==> src/rtl/reg_file.sv <==
// rtl/reg_file.sv - integer register file with combinational bypass reads and a pending-write scoreboard
module reg_file #(
  parameter int WIDTH      = 32,
  parameter int NUM_REGS   = 32,
  parameter int ADDR_WIDTH = 5
) (
  input  logic                  clk,
  input  logic                  rst,
  input  logic [ADDR_WIDTH-1:0] rs1_addr,
  output logic [WIDTH-1:0]      rs1_data,
  output logic                  rs1_busy,
  input  logic [ADDR_WIDTH-1:0] rs2_addr,
  output logic [WIDTH-1:0]      rs2_data,
  output logic                  rs2_busy,
  input  logic                  wr_en,
  input  logic [ADDR_WIDTH-1:0] wr_addr,
  input  logic [WIDTH-1:0]      wr_data,
  input  logic                  claim_en,
  input  logic [ADDR_WIDTH-1:0] claim_addr,
  input  logic                  flush,
  output logic [ADDR_WIDTH:0]   busy_count
);

  logic [WIDTH-1:0]    mem_q [NUM_REGS];
  logic [NUM_REGS-1:0] pending_q, pending_d;
  logic [ADDR_WIDTH:0] busy_count_q, busy_count_d;

  // A claim outranks a same-cycle retire: the new producer supersedes the old one.
  always_comb begin
    pending_d = '0;
    for (int r = 1; r < NUM_REGS; r++) begin
      pending_d[r] = pending_q[r];
      if (flush) begin
        pending_d[r] = 1'b0;
      end else if (claim_en && (claim_addr == ADDR_WIDTH'(r))) begin
        pending_d[r] = 1'b1;
      end else if (wr_en && (wr_addr == ADDR_WIDTH'(r))) begin
        pending_d[r] = 1'b0;
      end
    end
  end

  always_comb begin
    busy_count_d = '0;
    for (int r = 0; r < NUM_REGS; r++) begin
      busy_count_d = busy_count_d + {{ADDR_WIDTH{1'b0}}, pending_d[r]};
    end
  end

  always_ff @(posedge clk or posedge rst) begin
    if (rst) begin
      for (int r = 0; r < NUM_REGS; r++) begin
        mem_q[r] <= '0;
      end
      pending_q    <= '0;
      busy_count_q <= '0;
    end else begin
      if (wr_en && (wr_addr != '0)) begin
        mem_q[wr_addr] <= wr_data;
      end
      pending_q    <= pending_d;
      busy_count_q <= busy_count_d;
    end
  end

  // Writeback data is forwarded so a reader sees it in the same cycle, already released.
  always_comb begin
    rs1_data = '0;
    rs1_busy = 1'b0;
    if (!rst && (rs1_addr != '0)) begin
      if (wr_en && (wr_addr == rs1_addr)) begin
        rs1_data = wr_data;
      end else begin
        rs1_data = mem_q[rs1_addr];
        rs1_busy = pending_q[rs1_addr];
      end
    end
  end

  always_comb begin
    rs2_data = '0;
    rs2_busy = 1'b0;
    if (!rst && (rs2_addr != '0)) begin
      if (wr_en && (wr_addr == rs2_addr)) begin
        rs2_data = wr_data;
      end else begin
        rs2_data = mem_q[rs2_addr];
        rs2_busy = pending_q[rs2_addr];
      end
    end
  end

  assign busy_count = busy_count_q;

endmodule

==> config.mk <==
export PLATFORM = sky130hd
export DESIGN_NAME = reg_file
export DESIGN_NICKNAME = d
export VERILOG_FILES = /design/src/rtl/reg_file.sv
export SDC_FILE = /design/constraint.sdc
export NUM_CORES = 2
export LEC_CHECK = 0
export CAP_MARGIN = 30
export CORE_MARGIN = 1
export CORE_UTILIZATION = 50
export CTS_CLUSTER_DIAMETER = 80
export DETAILED_ROUTE_END_ITERATION = 10
export GPL_TIMING_DRIVEN = 0
export PLACE_DENSITY_LB_ADDON = 0.1
export SETUP_SLACK_MARGIN = 0.02
export SLEW_MARGIN = 20
export SYNTH_ARGS = -nofsm -noshare
export SYNTH_HDL_FRONTEND = slang
export SYNTH_SLANG_ARGS = --single-unit
==> constraint.sdc <==
create_clock -name clk -period 38.5 [get_ports clk]
set_clock_uncertainty 0.15 [all_clocks]
set_input_delay 7.7 -clock clk [delete_from_list [all_inputs] [get_ports clk]]
set_output_delay 7.7 -clock clk [all_outputs]
set_load 0.1 [all_outputs]
==> key figures <==
Timing
  • RSZ-0062 raised after global routing: false
  • Max Slew Vio Count: 0
  • Tmin final: roughly 21 ns
  • Finish-stage setup viols: 0
  • Fmax: 0.0479 GHz
  • Worst Max-Slew Pin Slew: 1.08 ns
  • Tcrit/Tclk final: 54.3%
  • Hold Violations, Final: 0
  • Worst rel slew slack: 27.7%

Routing
  • Wire length per cell: approximately 38 um
  • Antenna-violating nets left: 0
  • Total number of vias: 42900
  • Via/cell ratio: 7.03
  • Final WL: 229 mm
  • Initial DRT Pass Iterations: 8
  • DRC: 0
  • DRT iter0 DRCs: 5575

Placement
  • Gpl congestion: 1.03
  • Placed cell areas: 62500 um2
  • Port bufs: about 120
  • DP Wirelength: 169 mm

Global routing
  • First-pass GRT wire length: 321 mm
  • GR Overflow Total: 0
  • Vias in the first global route: 41600
  • Largest net degree at the start of global routing: 35
  • Total track usage: 38.9%
  • Initial antenna violation count: 12

Synth
  • Synth top area cells: dfrtp_1 (45%), mux4_2 (13%), mux2_2 (12%)
  • Cell count after synthesis: 4173
  • Sequential share of the synthesized area: 45.5%
  • Flops & latches, synth: 1061
  • Cell taking the most area after synthesis: dfrtp_1
  • Post-Syn Area: 58400 um2
  • Top cells by count, synth: dfrtp_1 (1061), mux2_2 (642), mux2_1 (409)
  • Syn Area/Cell: 14.0 um2
  • Yosys warning count: 0
  • Post-synth EDFFs: 0
  • Main synth FF type: dfrtp_1
  • Cell variety after synth: 53
  • Post-synth ARST share: 100%
  • Most numerous cell in the Yosys netlist: dfrtp_1
  • Post-synth top area share: a little under half
  • Syn Nets: 4260

Cells and area
  • Fill count: 9332
  • Area Growth Syn to Fin: 14.0%
  • Final #Nets: 4562
  • Layout cells sized above 1: 32.3%
  • FF/Latch Area: 26600 um2
  • Multi-input logic area: between 20000 and 30000 um2
  • Finished Cell Area: 66600 um2

Die
  • Rows: 124
  • Die Area: 118000 um2
  • Die Height: between 300 and 400 um
  • Die width: 344 um
  • Core footprint: 115000 um2
  • I/O pin total: 129
  • Starting Density: between 50% and 60%

Power and ir drop
  • PwrDens: 51.2 nW/um2
  • Switching power total: 1.05 mW
  • Sequential cell fraction of total power: 43.3%
  • VDD IR max: 0.0426 mV
  • Power consumption: around 3.4 mW
  • Pint: 2.36 mW
  • Pleak: 29.6 nW
  • Clock power frac: between 30 and 40%
  • Combinational power share: 22.1%
  • Sw frac: between 30% and 40%

Clock tree
  • Hold Buf Count CTS: 0
  • Num CTS Buffers: about 120
  • Setup Buffers After CTS: 0
  • TritonCTS clock tree: yes
  • Clk sinks: 1061
  • Root Driver: clkbuf_16
  • Worst-Skew Late Latency: around 0.74 ns
  • Reg clk slew, reported paths: 0.06 ns
  • CTS max path bufs: 3
  • Post-CTS sizing: 0
  • H-tree levels: 3

Setup path
  • WP data required: 30.65 ns
  • CP Launch Type: input port
  • WS Path Type: input port to primary output
  • Crit-path max FO: 10
  • Worst EP arrival: 13.04 ns
  • Crit. End Element: primary output

Hold path
  • Min-delay worst type: flop to flop

Flow run
  • Max cap viols: 0

Run status
  • Status: finished, final reports clean
==> flip-flops by register name (all words and copies together), names as in the netlist <==
signal      count
mem_q        1024
pending_q      31
busy_count      6
==> worst max-delay path: stages <==
cell             delay [ns]
clkdlybuf4s50_1        0.78
buf_2                  0.58
inv_2                  0.27
nor2_1                 0.56
clkbuf_1               0.83
a22oi_1                0.29
a21oi_1                0.65
a211o_1                0.20
clkdlybuf4s50_1        1.14
==> layer usage <==
metal | track usage, % | vias up | share of wire (%)
met3 | 13.2 | 584 | 13
li1 | - | 16800 | -
met1 | 54.5 | 22700 | 40
met5 | 0 | - | 0.0065
met4 | 17.8 | 4 | 5.1
met2 | 54.6 | 2838 | 42
==> through the flow <==
stage                     setup WS (ns)  instances  hold WS (ns)  setup TNS, ns  utilization [%]
after floorplan                    4.64       4173         0.291              0                -
after global placement            -9.65       5806         0.304        -438.83             53.5
after detailed placement          18.03       5858         0.317              0             54.3
after CTS                         18.02       6081         0.331              0             57.8
after global routing              17.81       6090         0.343              0             57.9
final                             17.61       6096         0.328              0             57.9
==> cell type report <==
cell class | instances | area share (%)
diodes | 7 | 0.0263
plain buffers | 475 | 3.58
clock buffers | 179 | 5.31
clock inverters | 44 | 0.692
inverters | 42 | 0.242
multi-input cells | 2595 | 44.0
flip-flops and latches | 1061 | 39.9
well taps | 1512 | 2.84
repair buffers | 181 | 3.39
==> path summary, 6_finish.rpt <==
check,start,end,slack [ns],depth (start not counted)
min,mem_q[997],mem_q[997],0.33,1
max reg2reg,pending_q[8],busy_count[4],33.24,17
max,rs1_addr[4],rs1_data[22],17.61,9
min reg2reg,mem_q[997],mem_q[997],0.33,1
min in group asynchronous,rst,mem_q[171],7.44,2
max in group asynchronous,rst,mem_q[404],28.88,9
==> cells in the final DEF, fill, tap and decap left out, drive strengths merged, types with 4 or more instances in the layout <==
| master | instances |
|---|---|
| xnor2 | 10 |
| bufinv | 7 |
| and3 | 4 |
| a21oi | 137 |
| dfrtp | 1061 |
| nand2b | 11 |
| nor3 | 11 |
| nor3b | 4 |
| mux2 | 1051 |
| clkinv | 35 |
| a21o | 21 |
| a22oi | 133 |
| nor2b | 10 |
| clkbuf | 428 |
| o21bai | 61 |
| a211o | 61 |
| o21ai | 19 |
| fa | 23 |
| ha | 7 |
| buf | 286 |
| nor2 | 37 |
| nand2 | 52 |
| mux4 | 347 |
| inv | 41 |
| o211ai | 4 |
| diode | 7 |
| mux2i | 319 |
| clkdlybuf4s50 | 121 |
| a31oi | 61 |
| and2 | 7 |
| a221oi | 123 |
| o221ai | 59 |
==> power by group through the flow <==
stage                     Sequential, mW  Combinational (mW)  Clock [mW]
after detailed placement            1.49               0.736           0
after global placement              1.48               0.711           0
after global routing                1.50               0.787        1.23
after floorplan                     1.44               0.538           0
after CTS                           1.47               0.739        1.18
final                               1.48               0.754        1.18
==> kinds of logic (layout without fill, tap and decap cells) <==
group	count (synthesis)	count (layout)	share of synthesized area, %
adder cells (fa/ha/maj)	30	30	0.939
buffers and inverters	517	921	4.31
flip-flops	1061	1061	45.5
AO/OA/AOI/OAI	688	688	8.73
AND/OR/NAND/NOR	147	147	1.21
multiplexers	1717	1717	39.1
other	0	7	0
XOR/XNOR	13	13	0.195
Note: power is estimated with default switching activity, not from simulation.
